**src/rtl/command_encoder.sv**
```systemverilog
// command_encoder: turns load/set/enable/disable requests into UART byte
// sequences for the DDS command link. A load sends the 32-bit tuning word
// as four BYTEn/data pairs, least significant byte first. The other three
// requests each send a single command byte.
//
// Optional feature: define ENCODER_AUTO_SET_EN to append a SET byte to
// every load sequence, so the new tuning word takes effect at once.
//
// Command byte values come from the shared commands header macros. The
// fallback definitions below are used when that header is not in the build.

`ifndef BYTE0
`define BYTE0 8'h10
`endif
`ifndef BYTE1
`define BYTE1 8'h11
`endif
`ifndef BYTE2
`define BYTE2 8'h12
`endif
`ifndef BYTE3
`define BYTE3 8'h13
`endif
`ifndef ENABLE
`define ENABLE 8'h20
`endif
`ifndef DISABLE
`define DISABLE 8'h21
`endif
`ifndef SET
`define SET 8'h22
`endif

module command_encoder #(
    parameter int unsigned GAP_CYCLES = 0
) (
    input  logic        clk,
    input  logic        rst_n,
    input  logic [31:0] m_in,
    input  logic        req_load,
    input  logic        req_set,
    input  logic        req_enable,
    input  logic        req_disable,
    input  logic        tx_busy,
    output logic        transmit,
    output logic [7:0]  tx_byte,
    output logic        busy,
    output logic        done
);

    typedef enum logic [2:0] {
        IDLE,
        SEND,
        HOLD,
        WAIT,
        GAP
    } state_t;

    // Index of the final byte of a load sequence.
`ifdef ENCODER_AUTO_SET_EN
    localparam logic [3:0] LOAD_LAST = 4'd8;
`else
    localparam logic [3:0] LOAD_LAST = 4'd7;
`endif

    // Value the gap counter holds on the last GAP cycle.
    localparam logic [7:0] GAP_LAST = 8'((GAP_CYCLES == 0) ? 0 : GAP_CYCLES - 1);

    state_t      state;
    logic [31:0] word_q;     // tuning word latched on load acceptance
    logic [7:0]  cmd_q;      // command byte for single-byte sequences
    logic        is_load;    // sequence in flight is a load
    logic [3:0]  idx;        // index of the byte most recently sent
    logic [3:0]  last_idx;   // index of the final byte of this sequence
    logic [7:0]  gap_cnt;

    logic        any_req;
    logic [7:0]  req_cmd;
    logic [3:0]  next_idx;
    logic [7:0]  next_byte;
    logic        is_last;
    logic        advance;

    // Byte at position i of the sequence in flight.
    function automatic logic [7:0] byte_at(input logic [3:0]  i,
                                           input logic        ld,
                                           input logic [31:0] w,
                                           input logic [7:0]  c);
        if (!ld) return c;
        case (i)
            4'd0:    return `BYTE0;
            4'd1:    return w[7:0];
            4'd2:    return `BYTE1;
            4'd3:    return w[15:8];
            4'd4:    return `BYTE2;
            4'd5:    return w[23:16];
            4'd6:    return `BYTE3;
            4'd7:    return w[31:24];
            default: return `SET;
        endcase
    endfunction

    // Request decode, next-byte selection and the "byte finished" condition.
    // NOTE: every always_comb output gets a default first so that no path
    // leaves a value unassigned and infers a latch.
    always_comb begin
        any_req   = req_load | req_set | req_enable | req_disable;
        req_cmd   = `ENABLE;
        if (req_set)          req_cmd = `SET;
        else if (req_disable) req_cmd = `DISABLE;
        next_idx  = idx + 4'd1;
        next_byte = byte_at(next_idx, is_load, word_q, cmd_q);
        is_last   = (idx == last_idx);
        advance   = 1'b0;
        if (state == WAIT && !tx_busy && GAP_CYCLES == 0) advance = 1'b1;
        if (state == GAP && gap_cnt == GAP_LAST)          advance = 1'b1;
    end

    // Sequencer FSM with registered outputs.
    // NOTE: state and outputs use non-blocking assignments so every register
    // samples pre-edge values regardless of statement order.
    always_ff @(posedge clk or negedge rst_n) begin
        if (!rst_n) begin
            state    <= IDLE;
            transmit <= 1'b0;
            tx_byte  <= 8'h00;
            busy     <= 1'b0;
            done     <= 1'b0;
            word_q   <= 32'h0;
            cmd_q    <= 8'h00;
            is_load  <= 1'b0;
            idx      <= 4'd0;
            last_idx <= 4'd0;
            gap_cnt  <= 8'd0;
        end else begin
            transmit <= 1'b0;
            done     <= 1'b0;
            case (state)
                IDLE: begin
                    // The done cycle is not an acceptance slot.
                    if (!busy && !done && any_req) begin
                        state    <= SEND;
                        busy     <= 1'b1;
                        transmit <= 1'b1;
                        idx      <= 4'd0;
                        is_load  <= req_load;
                        cmd_q    <= req_cmd;
                        if (req_load) word_q <= m_in;
                        last_idx <= req_load ? LOAD_LAST : 4'd0;
                        tx_byte  <= req_load ? `BYTE0 : req_cmd;
                    end
                end
                SEND: state <= HOLD;
                // tx_busy may not yet reflect the byte just strobed.
                HOLD: state <= WAIT;
                WAIT: begin
                    if (!tx_busy && GAP_CYCLES != 0) begin
                        gap_cnt <= 8'd0;
                        state   <= GAP;
                    end
                end
                GAP:     gap_cnt <= gap_cnt + 8'd1;
                default: state <= IDLE;
            endcase

            // A byte has fully finished: start the next one or close out.
            if (advance) begin
                if (is_last) begin
                    state <= IDLE;
                    busy  <= 1'b0;
                    done  <= 1'b1;
                end else begin
                    state    <= SEND;
                    transmit <= 1'b1;
                    idx      <= next_idx;
                    tx_byte  <= next_byte;
                end
            end
        end
    end

endmodule

```
**config.mk**
```make
export PLATFORM = sky130hd
export DESIGN_NAME = command_encoder
export DESIGN_NICKNAME = d
export VERILOG_FILES = /design/src/rtl/command_encoder.sv
export SDC_FILE = /design/constraint.sdc
export NUM_CORES = 1
export LEC_CHECK = 0
export BUFFER_PORTS_ARGS = -buffer_cell sky130_fd_sc_hd__buf_2
export CORE_MARGIN = 5
export CORE_UTILIZATION = 45
export DETAILED_ROUTE_END_ITERATION = 8
export PLACE_DENSITY = 0.77
export RECOVER_POWER = 25
export SYNTH_ARGS = -nofsm -noshare
export SYNTH_HDL_FRONTEND = slang
export SYNTH_SLANG_ARGS = --single-unit
export TNS_END_PERCENT = 100
```
**constraint.sdc**
```tcl
create_clock -name clk -period 2.2 [get_ports clk]
set_input_delay 0.66 -clock clk [delete_from_list [all_inputs] [get_ports clk]]
set_output_delay 0.66 -clock clk [all_outputs]
set_load 0.1 [all_outputs]
```
Word-level counts from Yosys, hierarchy flattened
Cells that the tools add are included.
{"block": "word_totals", "word_cells": 74, "register_bits": 71}
{"block": "classes", "n_reduce_logical": 14, "add_sub_neg": 2, "bitwise_logic": 3, "n_mux": 30, "eq_ne": 14}
{"cell": "one-hot mux 8 bit (8 select lines)", "count": 1}
{"cell": "2-to-1 mux 8 bit", "count": 7}
{"cell": "== test 4 x 3 -> 1 bit, second input constant", "count": 4}
{"cell": "2-to-1 mux 4 bit", "count": 4}
{"cell": "2-to-1 mux 1 bit", "count": 14}
{"cell": "one-hot mux 3 bit (4 select lines)", "count": 1}
{"cell": "2-to-1 mux 3 bit", "count": 3}
{"cell": "adder 8 x 1 -> 8 bit, second input constant", "count": 1}
{"cell": "== test 4 x 2 -> 1 bit, second input constant", "count": 2}
{"cell": "logical NOT 8 bit", "count": 1}
{"cell": "== test 3 x 2 -> 1 bit, second input constant", "count": 2}
{"cell": "adder 4 x 1 -> 4 bit, second input constant", "count": 1}
{"cell": "== test 4 x 1 -> 1 bit, second input constant", "count": 1}
{"cell": "== test 4 bit", "count": 1}
{"cell": "logical AND 1 bit", "count": 4}
{"cell": "logical NOT 4 bit", "count": 1}
{"cell": "AND reduction 2 bit", "count": 2}
{"cell": "== test 3 x 1 -> 1 bit, second input constant", "count": 1}
{"cell": "== test 3 bit, second input constant", "count": 1}
{"cell": "logical NOT 1 bit", "count": 3}
{"cell": "logical NOT 3 bit", "count": 1}
{"cell": "inequality test 3 bit, second input constant", "count": 1}
{"cell": "bitwise OR 1 bit", "count": 3}
{"cell": "AND reduction 3 bit", "count": 1}
{"cell": "2 further kinds", "count": 2}

Depth between registers and ports, before layout
Gate-level depths: netlist of the first run.
{"block": "depth", "word_depth": 8, "depth_mapped": 8, "depth_no_buf": 7}

Least setup slack after synthesis of the first run
No wires, ideal clock.
{"block": "synth_path", "path_type": "register to register", "from": "register busy", "to": "register word_q[10]", "arrival_ns": 2.021, "setup_ns": 0.125, "path_stages_with_launch": 6, "n_path_buf": 2, "t_required_ns": 2.075, "path_slack_ns": 0.054, "cell_sequence": "dfrtp_1 nor2_1 and3_1 buf_2 buf_1 mux2_2"}
{"block": "synth_via", "elab_chain_len": 4}
{"element": "start, declared", "line": "47", "source": "output logic busy,"}
{"element": "start signal, assigned", "line": "127", "source": "busy <= 1'b0;"}
{"element": "start signal, assigned", "line": "143", "source": "busy <= 1'b1;"}
{"element": "start signal, assigned", "line": "170", "source": "busy <= 1'b0;"}
{"element": "logical NOT 1 bit", "line": "141", "source": "if (!busy && !done && any_req) begin"}
{"element": "logical AND 1 bit (2 in a row)", "line": "141"}
{"element": "AND reduction 3 bit (no source line)"}
{"element": "end signal, assigned", "line": "148", "source": "if (req_load) word_q <= m_in;"}
{"element": "end, declared", "line": "70", "source": "logic [31:0] word_q;"}
Every way passes these cells.
A chain may end at the register's enable or synchronous reset.

Worst setup path in the final report of the first run
{"block": "layout_path", "from": "register idx[0]", "to": "register tx_byte[1]"}
{"block": "layout_via", "elab_chain_len": 6, "word_cells_on_any_way": 14, "cone_classes": "add/sub (1); eq/ne (8); mux (4); reduce/logical (1)"}
{"element": "start, declared", "line": "73", "source": "logic [3:0] idx;"}
{"element": "start signal, assigned", "line": "175", "source": "idx <= next_idx;"}
{"element": "adder 4 x 1 -> 4 bit", "line": "111", "source": "next_idx = idx + 4'd1;"}
{"element": "== test 4 x 3 -> 1 bit, or another cell as far along", "line": "90", "source": "case (i)"}
{"element": "one-hot mux 8 bit (8 select lines)", "line": "90"}
{"element": "2-to-1 mux 8 bit", "line": "90"}
{"element": "2-to-1 mux 8 bit (*)", "line": "168", "source": "if (is_last) begin"}
{"element": "2-to-1 mux 8 bit (*)", "line": "167", "source": "if (advance) begin"}
{"element": "end signal, assigned", "line": "150", "source": "tx_byte <= req_load ? `BYTE0 : req_cmd;"}
{"element": "end signal, assigned", "line": "176", "source": "tx_byte <= next_byte;"}
{"element": "end, declared", "line": "46", "source": "output logic [7:0] tx_byte,"}
Every way passes the cells marked *; elsewhere a longest branch is shown, timed or not.

==> summary.md, run 1 <==
| Metric | Value |
|---|---|
| Detailed-route wire length | 6880 um |
| Max Fclk | around 480 MHz |
| Sequential cell area | around 0.0013 mm2 |
| Worst Path Max Fanout | 9 |
| Unrepaired setup endpoints after global routing | no |
| DRT antenna net count | 0 |
| Ant. Diodes | 0 |
| Vias | roughly 2300 |
| Register area share after synthesis | 0.464 |
| Library cells used by synthesis | between 50 and 60 |
| Post-synth EDFFs | 0 |
| Worst IR Drop VDD | around 0.00048 V |
| GRT Overall Usage | 0.169 |
| Critical path launch point type | flop |
| LEAKAGE | roughly 1.7 nW |
| Worst slack on hold paths | about 0.44 ns |
| Die X | 89.7 um |
| Crit path capture type | flop |
| DRC errors left | 0 |
| DP Area | about 0.0033 mm2 |
| Grt ovf | 0 |
| Worst-path clk slew | roughly 0.10 ns |
| Post-synthesis cell count | 259 |
| Tightest Pin Transition | 0.906 ns |
| Max clock buf depth | 2 |
| Mapped cell area | between 0.002 and 0.003 mm2 |
| Initial antenna violation count | 0 |
| Port buffer count | 49 |
| Top FF cell, synth | dfrtp_1 |
| Top Ports | 50 |
| Routed WL per cell | approximately 17 um |
| Clock latency at the later pin of the worst-skew pair | about 0.31 ns |
| Syn Nets | 307 |
| Share of cells above drive strength 1 | 0.393 |
| Synth Register Bits | 53 |
| Outcome | finished clean |
| Critical path arrival | approximately 2.3 ns |
| Max Cap Violations | 0 |
| Cts hold-fix bufs | 0 |
| Post-CTS Setup Repair Bufs | 0 |
| Hold Crit Class | in2async |
| Area grow syn2layout | 20.4% |
| Final period util | 0.942 |
| First-pass GRT wire length | roughly 11000 um |
| Slew HR | 0.396 |
| Layout Cell Area excl Fill | 0.00344 mm2 |
| FP Rows | 29 |
| 1st-iter DRT viols | between 200 and 250 |
| Setup TNS | 0 ns |
| Syn. warnings | 0 |
| Non-filler instance count after layout | 400 |
| Initial Util | 0.456 |
| DP HPWL | 5230 um |
| Setup Skew | 0.00874 ns |
| Multi-input gate area | approximately 0.0014 mm2 |
| Final Critical Period | a little over 2 ns |
| CTS Buf Count | 5 |
| Post-synth ARST share | 1.00 |
| Fin nets | 370 |
| Die H | roughly 90 um |
| Crit path kind | reg2reg |
| Core Region | roughly 0.0063 mm2 |
| First drt pass iteration count | 4 |
| DR vias/cell | ~5.9 |
| WP data required | ~2.4 ns |
| Fin. Hold Viols | 0 |
| CTS root buffer | clkbuf_8 |
| Largest net degree at the start of global routing | 24 |
| FILL cells | between 500 and 600 |
| Power density over cell area | about 530 mW/mm2 |
| Inst Count DP | just under 400 |
| Die Footprint | slightly above 0.008 mm2 |
| Final setup violation count | 0 |
| CTS sink cnt | 53 |
| TritonCTS clock tree | built |
| Vias in the first global route | about 2400 |
| Syn_area_per_cell | ~11 um2 |
| Final GP Congestion | between 0.8 and 0.9 |
| Slew Limit Fails | 0 |
| H-tree levels | 2 |
## cells by family after synthesis
kind of cell / synth area share
and+or+nand+nor: 0.138
AOI/OAI and AO/OA: 0.158
DFF: 0.464
muxes: 0.156
buffers and inverters: 0.0424
adders and majority gates: 0.0394
xor gates and xnor gates: 0.00306
## synth_stat cells, types with 5 or more instances
cell      count  area [um2]
ha_1          9         113
dfrtp_1      53        1330
o21ai_0       9        45.0
nand4_1      10        62.6
clkbuf_1      7        26.3
nand3_1       6        30.0
a221oi_1      6        52.6
nor3_1        5        25.0
mux2_2       36         405
a21oi_1      10        50.1
inv_1         9        33.8
nand2_1      15        56.3
## critical path, stage by stage (launching register included)
cell and delay, ns:
dfrtp_1 0.42, inv_1 0.14, ha_2 0.23, nor3b_4 0.39, nand2_1 0.11, a32oi_1 0.32
a2111oi_1 0.12, buf_4 0.15, o22ai_1 0.12
## layout by cell type (no fill, tap or decap), drive strengths merged, types with 5 or more instances in the layout
master	Yosys	layout
nand2	15	15
buf	10	70
clkbuf	7	8
a221oi	6	6
o21ai	10	10
nor3	5	5
dfrtp	53	53
mux2	36	36
a21oi	10	10
nand3	6	6
ha	9	9
a22o	5	5
nand4	10	10
inv	9	10
## path summary, 6_finish.rpt
path                       slack (ns)                  from                     to  depth (start not counted)
max in group asynchronous        0.77                 rst_n  word_q[5]$_DFFE_PN0P_                          2
min reg2reg                      0.48  cmd_q[5]$_DFFE_PN0P_   cmd_q[5]$_DFFE_PN0P_                          1
min                              0.44                 rst_n         busy$_DFF_PN0_                          1
max                              0.13      idx[0]$_DFF_PN0_   tx_byte[1]$_DFF_PN0_                          8
min in group clk                 0.48  cmd_q[5]$_DFFE_PN0P_   cmd_q[5]$_DFFE_PN0P_                          1
max reg2reg                      0.13      idx[0]$_DFF_PN0_   tx_byte[1]$_DFF_PN0_                          8
## flip-flops by register name, summed over array words and instances, names as in the netlist
register  cells
word_q       32
tx_byte       8
transmit      1
cmd_q         3
state         2
last_idx      1
idx           4
busy          1
done          1
## report_power, final
| group | switching, mW | internal (mW) | total [mW] | leakage [nW] |
|---|---|---|---|---|
| clock network | 0.334 | 0.458 | 0.792 | 0.0687 |
| logic | 0.0299 | 0.0257 | 0.0556 | 0.883 |
| registers | 0 | 0.973 | 0.973 | 0.720 |
| total | 0.364 | 1.46 | 1.82 | 1.67 |
## per-layer routing
metal / wire length (um) / GRT usage
met5: 0 / 0
met4: 165 / 0.0554
met3: 337 / 0.0392
met2: 3550 / 0.290
met1: 2820 / 0.209
## what timing repair did
action / 4_1_cts / 5_1_grt
pin swaps: 0 / 0
endpoints found under the setup margin: 1 / 4
resized for setup: 1 / 4
cloned: 0 / 0
## stage by stage
stage,total power [mW],utilization,setup WS [ns]
floorplan,0.995,-,0.0537
global placement,1.05,0.525,0.119
detailed placement,1.05,0.525,0.000519
CTS,1.83,0.548,0.0709
global route,1.87,0.549,0.0227
finish,1.82,0.549,0.127
## area by class of cell
type | instances | share of cell area
inverter | 9 | 0.00981
tap | 77 | 0.0280
timing repair buffer | 73 | 0.122
clock inverter | 3 | 0.0200
clock buffer | 5 | 0.0200
multi-input combinational | 180 | 0.415
sequential | 53 | 0.385
Note: power is estimated with default switching activity, not from simulation.
==> inputs of run 2 (changes only) <==
--- a/config.mk
+++ b/config.mk
@@ -9,8 +9,9 @@
 export CORE_MARGIN = 5
 export CORE_UTILIZATION = 45
 export DETAILED_ROUTE_END_ITERATION = 8
+export HOLD_SLACK_MARGIN = 0.08
 export PLACE_DENSITY = 0.77
-export RECOVER_POWER = 25
+export RECOVER_POWER = 50
 export SYNTH_ARGS = -nofsm -noshare
 export SYNTH_HDL_FRONTEND = slang
 export SYNTH_SLANG_ARGS = --single-unit
==> run 2 against run 1 <==
Net effect:
- sequential power is essentially flat
- flip-flop and latch count unchanged
- setup slack better by 0.0013 ns
- utilization decreased by 0.20 points
- non-clock buffer count stayed put
- die area unchanged
- clock power hardly changed
- first-iteration DRC count down 1.8%
- clock-buffer cell count did not move
- largest cell class unchanged
==> summary.md, run 2 (same netlist as run 1, synthesis figures left out) <==
| Metric | Value |
|---|---|
| Crit path capture type | flop |
| CTS root buffer | clkbuf_8 |
| Critical path arrival | 2.31 ns (about the same) |
| FP Rows | 29 (unchanged) |
| First drt pass iteration count | 4 (unchanged) |
| Worst-path clk slew | 0.10 ns (about the same) |
| FF-to-FF setup slack | 0.13 ns (about the same) |
| Die H | 89.7 um (unchanged) |
| Final period util | 0.942 (about the same) |
| Grt ovf | 0 (unchanged) |
| Most frequent cells in the layout | dfrtp_1 (53), buf_2 (47), mux2_2 (36) |
| Biggest regs | word_q: 32 flops, tx_byte: 8 flops, idx: 4 flops |
| Power density over cell area | 531 mW/mm2 (+0.40%) |
| DP HPWL | 5230 um (unchanged) |
| Max Cap Violations | 0 (unchanged) |
| Cts hold-fix bufs | 0 (unchanged) |
| Max clock buf depth | 2 (unchanged) |
| Fin. Hold Viols | 0 (unchanged) |
| Biggest register | word_q |
| Max reg flops | 32 (unchanged) |
| Post_cts resized | 1 (unchanged) |
| Largest net degree at the start of global routing | 24 (unchanged) |
| Unrepaired setup endpoints after global routing | no |
| CTS sink cnt | 53 (unchanged) |
| Slew HR | 0.398 (+0.00230) |
| DR vias/cell | 5.85 (-0.13%) |
| Worst slack on hold paths | 0.440 ns (-0.00237 ns) |
| Detailed-route wire length | 6880 um (about the same) |
| Worst reg-to-reg path cell count | 8 (unchanged) |
| Switching power share of the total | 0.200 (+0.000444) |
| Final setup violation count | 0 (unchanged) |
| Share of cells above drive strength 1 | 0.381 (-0.0124) |
| Reg-to-Reg Start | idx[0]$_DFF_PN0_ |
| Outcome | finished clean |
| Sequential share of power | 0.534 (about the same) |
| Post-CTS Setup Repair Bufs | 0 (unchanged) |
| Tightest Pin Transition | 0.902 ns (-0.00345 ns) |
| Switching power | 0.365 mW (+0.26%) |
| First-pass GRT wire length | 11400 um (unchanged) |
| WP data required | 2.44 ns (about the same) |
| Routed WL per cell | 17.2 um (about the same) |
| Internal power | 1.46 mW (about the same) |
| Setup Skew | 0.00941 ns (+0.000665 ns) |
| Vias in the first global route | 2404 (unchanged) |
| Core Region | 0.00628 mm2 (unchanged) |
| CTS Buf Count | 5 (unchanged) |
| Crit path kind | reg2reg |
| Worst IR Drop VDD | 0.000481 V (+0.27%) |
| FILL cells | 552 (+0.55%) |
| Initial Util | 0.456 (unchanged) |
| Die X | 89.7 um (unchanged) |
| Worst Path Max Fanout | 9 (unchanged) |
| Critical path launch point type | flop |
| Hold Crit Class | in2async |
| Vias | 2338 (-0.13%) |
| Commonest non-fill, non-tap cell in the layout | dfrtp_1 |
| Clock power share | 0.435 (about the same) |
| Max Fclk | 483 MHz (about the same) |
| DRT antenna net count | 0 (unchanged) |
| Reg-to-reg endpoint | tx_byte[1]$_DFF_PN0_ |
| TritonCTS clock tree | built |
| DRC errors left | 0 (unchanged) |
| LEAKAGE | 1.66 nW (-0.78%) |
| Setup TNS | 0 ns (unchanged) |
| Logic pwr share | 0.030 (about the same) |
| Ant. Diodes | 0 (unchanged) |
| Slew Limit Fails | 0 (unchanged) |
| Initial antenna violation count | 0 (unchanged) |
| Final GP Congestion | 0.893 (unchanged) |
| 1st-iter DRT viols | 214 (-1.8%) |
| Fin nets | 370 (unchanged) |
| Die Footprint | 0.00805 mm2 (unchanged) |
| Clock latency at the later pin of the worst-skew pair | 0.31 ns (about the same) |
| Final Critical Period | 2.07 ns (-0.00134 ns) |
| GRT Overall Usage | 0.169 (unchanged) |
| Area grow syn2layout | 19.9% |
| H-tree levels | 2 (unchanged) |
| Port buffer count | 49 (unchanged) |
| Top Ports | 50 (unchanged) |
[run 2: changes by cell type in the layout (fill, tap and decap cells not counted), sizes merged]
cell | previous run | this run
buf | 70 | 66
clkbuf | 8 | 12
[run 2: metal layers]
layer | wire length [um] | global-route usage
met5 | 0 | 0
met4 | 165 | 0.0554
met3 | 337 | 0.0392
met2 | 3550 | 0.290
met1 | 2820 | 0.209
[run 2: cell type report]
cell class | count | area, um2 | area share
Timing Repair Buffer | 73 | 407 | 0.119
Inverter | 9 | 33.8 | 0.00985
Tap cell | 77 | 96.3 | 0.0281
Sequential cell | 53 | 1330 | 0.387
Clock inverter | 3 | 68.8 | 0.0201
Clock buffer | 5 | 68.8 | 0.0201
Multi-Input combinational cell | 180 | 1430 | 0.417
[run 2: metrics by stage]
stage	power [mW]	cells	worst slack (ns)	cell area (um2)	utilization
after floorplan	0.995	259	0.0537	2860	-
after global routing	1.87	400	0.0227	3430	0.547
final	1.82	400	0.128	3430	0.547
after global placement	1.05	392	0.119	3290	0.525
after detailed placement	1.05	392	0.000519	3290	0.525
after CTS	1.83	400	0.0709	3440	0.548
[run 2: power groups by stage]
stage                     combinational [mW]  sequential, mW  clock (mW)
final                                 0.0553           0.973       0.793
after global routing                  0.0634           0.974       0.838
after CTS                             0.0592           0.973       0.801
after detailed placement              0.0587           0.993           0
after global placement                0.0573           0.993           0
after floorplan                      0.00217           0.993           0
[run 2: worst max path at each step]
stage / start / to / depth (start not counted)
floorplan: busy$_DFF_PN0_ / word_q[10]$_DFFE_PN0P_ / 5
global placement: idx[0]$_DFF_PN0_ / tx_byte[1]$_DFF_PN0_ / 8
detailed placement: idx[0]$_DFF_PN0_ / tx_byte[1]$_DFF_PN0_ / 8
CTS: idx[0]$_DFF_PN0_ / tx_byte[1]$_DFF_PN0_ / 8
global route: idx[1]$_DFF_PN0_ / tx_byte[2]$_DFF_PN0_ / 8
finish: idx[0]$_DFF_PN0_ / tx_byte[1]$_DFF_PN0_ / 8
[run 2: worst max-delay path, cell delays in order (launching register included)]
cell and delay, ns:
dfrtp_1 0.42, inv_1 0.14, ha_2 0.23, nor3b_4 0.39
nand2_1 0.11, a32oi_1 0.32, a2111oi_1 0.12, buf_4 0.15
o22ai_1 0.12
==> inputs of run 3 (changes only) <==
--- a/config.mk
+++ b/config.mk
@@ -5,12 +5,12 @@
 export SDC_FILE = /design/constraint.sdc
 export NUM_CORES = 1
 export LEC_CHECK = 0
-export BUFFER_PORTS_ARGS = -buffer_cell sky130_fd_sc_hd__buf_2
 export CORE_MARGIN = 5
 export CORE_UTILIZATION = 45
 export DETAILED_ROUTE_END_ITERATION = 8
+export DONT_BUFFER_PORTS = 1
 export HOLD_SLACK_MARGIN = 0.08
-export PLACE_DENSITY = 0.77
+export PLACE_DENSITY = 0.7
 export RECOVER_POWER = 50
 export SYNTH_ARGS = -nofsm -noshare
 export SYNTH_HDL_FRONTEND = slang
==> run 3 against run 2 <==
Net effect:
- total power fell by 16%
- register-to-register slack got worse by 0.02 ns
- cell count fell by 11%
- maximum frequency fell by 1.0%
- clock skew fell by 0.0048 ns
- sequential power barely moved
- setup slack got worse by 0.021 ns
- global-route usage fell by 0.44 points
- die area did not move
- critical endpoint is now tx_byte[0]$_DFF_PN0_
- critical path depth fell by 2
==> summary.md, run 3 (same netlist as run 1, synthesis figures left out) <==
| Metric | Value |
|---|---|
| DP Worst Slack | -0.0456 ns (-0.0461 ns) |
| Top Ports | 50 (unchanged) |
| Most frequent cells in the layout | dfrtp_1 (53), mux2_2 (36), buf_4 (25) |
| Max clock buf depth | 2 (unchanged) |
| Vias in the first global route | 2202 (-8.4%) |
| Vias | 2192 (-6.2%) |
| HP Start | tx_busy |
| 1st-iter DRT viols | 154 (-28%) |
| Sequential cell area | 0.00133 mm2 (unchanged) |
| WP data required | 2.38 ns (-0.06 ns) |
| First drt pass iteration count | 4 (unchanged) |
| Share of cells above drive strength 1 | 0.305 (-0.0761) |
| Final setup violation count | 0 (unchanged) |
| Setup TNS | 0 ns (unchanged) |
| Inst Count DP | 345 (-12%) |
| Die Footprint | 0.00805 mm2 (unchanged) |
| Total chip power | 1.54 mW (-16%) |
| Critical path launch point type | flop |
| Reg-to-Reg Start | idx[0]$_DFF_PN0_ |
| Clock latency at the later pin of the worst-skew pair | 0.30 ns (about the same) |
| CP Cell Sequence | inv_1 > ha_1 > or4_1 > and3_2 > o21ai_0 > o22ai_1 |
| Crit path capture type | flop |
| CTS sink cnt | 53 (unchanged) |
| Worst IR Drop VDD | 0.000476 V (-1.1%) |
| DRT antenna net count | 0 (unchanged) |
| Hold Crit Class | in2reg |
| Hold Path Stages | 1 |
| Worst Path Max Fanout | 8 (-1) |
| Biggest register | word_q |
| Final setup margin | 0.107 ns (-0.0215 ns) |
| Die H | 89.7 um (unchanged) |
| Slew HR | 0.157 (-0.242) |
| WP buf/inv | 1 (-1) |
| Max Cap Violations | 0 (unchanged) |
| TritonCTS clock tree | built |
| Grt ovf | 0 (unchanged) |
| Initial Util | 0.456 (unchanged) |
| DP HPWL | 4940 um (-5.5%) |
| Worst slack on hold paths | 0.445 ns (+0.00548 ns) |
| Worst stage delay on the critical path | 0.57 ns (+0.15 ns) |
| CTS Buf Count | 5 (unchanged) |
| Slowest-stage cell, CP | or4_1 |
| Max reg flops | 32 (unchanged) |
| Ant. Diodes | 0 (unchanged) |
| Detailed-route wire length | 6570 um (-4.5%) |
| Max Fclk | 478 MHz (-1.0%) |
| Unrepaired setup endpoints after global routing | no |
| Final Critical Period | 2.09 ns (+0.0215 ns) |
| Worst reg-to-reg path cell count | 6 (-2) |
| Critical path arrival | 2.28 ns (-0.03 ns) |
| Tightest Pin Transition | 1.26 ns (+0.362 ns) |
| Fin nets | 326 (-12%) |
| DR vias/cell | 6.16 (+5.3%) |
| Commonest non-fill, non-tap cell in the layout | dfrtp_1 |
| Worst-path clk slew | 0.09 ns (about the same) |
| LEAKAGE | 1.47 nW (-12%) |
| First-pass GRT wire length | 11000 um (-4.1%) |
| GRT Overall Usage | 0.165 (-0.00442) |
| Crit path kind | reg2reg |
| Initial antenna violation count | 0 (unchanged) |
| FF-to-FF setup slack | 0.11 ns (-0.02 ns) |
| Worst Hold Endpoint | done$_DFF_PN0_ |
| Power density over cell area | 478 mW/mm2 (-10%) |
| Die X | 89.7 um (unchanged) |
| Largest net degree at the start of global routing | 54 (+130%) |
| CTS root buffer | clkbuf_8 |
| Biggest regs | word_q: 32 flops, tx_byte: 8 flops, idx: 4 flops |
| Final GP Congestion | 0.891 (-0.31%) |
| Final period util | 0.951 (+0.00976) |
| FP Rows | 29 (unchanged) |
| Outcome | finished clean |
| Setup Skew | 0.00459 ns (-0.00482 ns) |
| Routed WL per cell | 18.5 um (+7.3%) |
| Cell family with most CP delay | simple AND/OR/NAND/NOR gates |
| Slew Limit Fails | 0 (unchanged) |
| Area grow syn2layout | 12.3% |
| Multi-input gate area | 0.00144 mm2 (+0.87%) |
| Reg-to-reg endpoint | tx_byte[0]$_DFF_PN0_ |
| FILL cells | 570 (+3.3%) |
| DRC errors left | 0 (unchanged) |
| Non-filler instance count after layout | 356 (-11%) |
| Core Region | 0.00628 mm2 (unchanged) |
| H-tree levels | 2 (unchanged) |
| Port buffer count | 0 (-100%) |
| Fin. Hold Viols | 0 (unchanged) |
-- run 3: timing repair --
item | in CTS | in global routing
endpoints found under the hold margin | 53 | 0
resized for setup | 1 | 6
setup endpoints to repair | 1 | 7
pin swaps | 0 | 1
setup buffers | 0 | 2
hold buffers | 1 | 0
cloned | 0 | 0
-- run 3: report_power, final --
part	internal [mW]	leakage [nW]	switching [mW]	total, mW
logic	0.00226	0.709	0.0181	0.0204
registers	0.973	0.720	0	0.973
clock network	0.224	0.0364	0.318	0.542
total	1.20	1.47	0.336	1.54
-- run 3: worst max path at each step --
| stage | from | cells past startpoint | endpoint |
|---|---|---|---|
| floorplan | busy$_DFF_PN0_ | 5 | word_q[10]$_DFFE_PN0P_ |
| global placement | idx[1]$_DFF_PN0_ | 6 | tx_byte[1]$_DFF_PN0_ |
| detailed placement | idx[1]$_DFF_PN0_ | 6 | tx_byte[1]$_DFF_PN0_ |
| CTS | idx[1]$_DFF_PN0_ | 6 | tx_byte[1]$_DFF_PN0_ |
| global route | idx[0]$_DFF_PN0_ | 7 | tx_byte[4]$_DFF_PN0_ |
| finish | idx[0]$_DFF_PN0_ | 6 | tx_byte[0]$_DFF_PN0_ |
-- run 3: cell type report --
| class | instances | share of cell area |
|---|---|---|
| tap | 77 | 0.0300 |
| multi-input combinational | 180 | 0.449 |
| inverter | 9 | 0.0105 |
| timing repair buffer | 29 | 0.0690 |
| clock buffer | 5 | 0.0214 |
| sequential | 53 | 0.413 |
| clock inverter | 3 | 0.00701 |
-- run 3: worst reg2reg max path, cell delays in order, from the launching register on --
cell     delay, ns
dfrtp_1       0.44
inv_1         0.13
ha_1          0.32
or4_1         0.58
and3_2        0.23
o21ai_0       0.19
o22ai_1       0.09
-- run 3: per-stage QoR --
stage / util / area, um2
CTS: 0.509 / 3200
detailed placement: 0.490 / 3080
finish: 0.512 / 3210
global placement: 0.490 / 3080
global route: 0.512 / 3210
floorplan: - / 2860
-- run 3: layer usage --
metal  track usage  wire length [um]
met5             0                 0
met4        0.0668               218
met3        0.0401               330
met2         0.279              3320
met1         0.200              2700
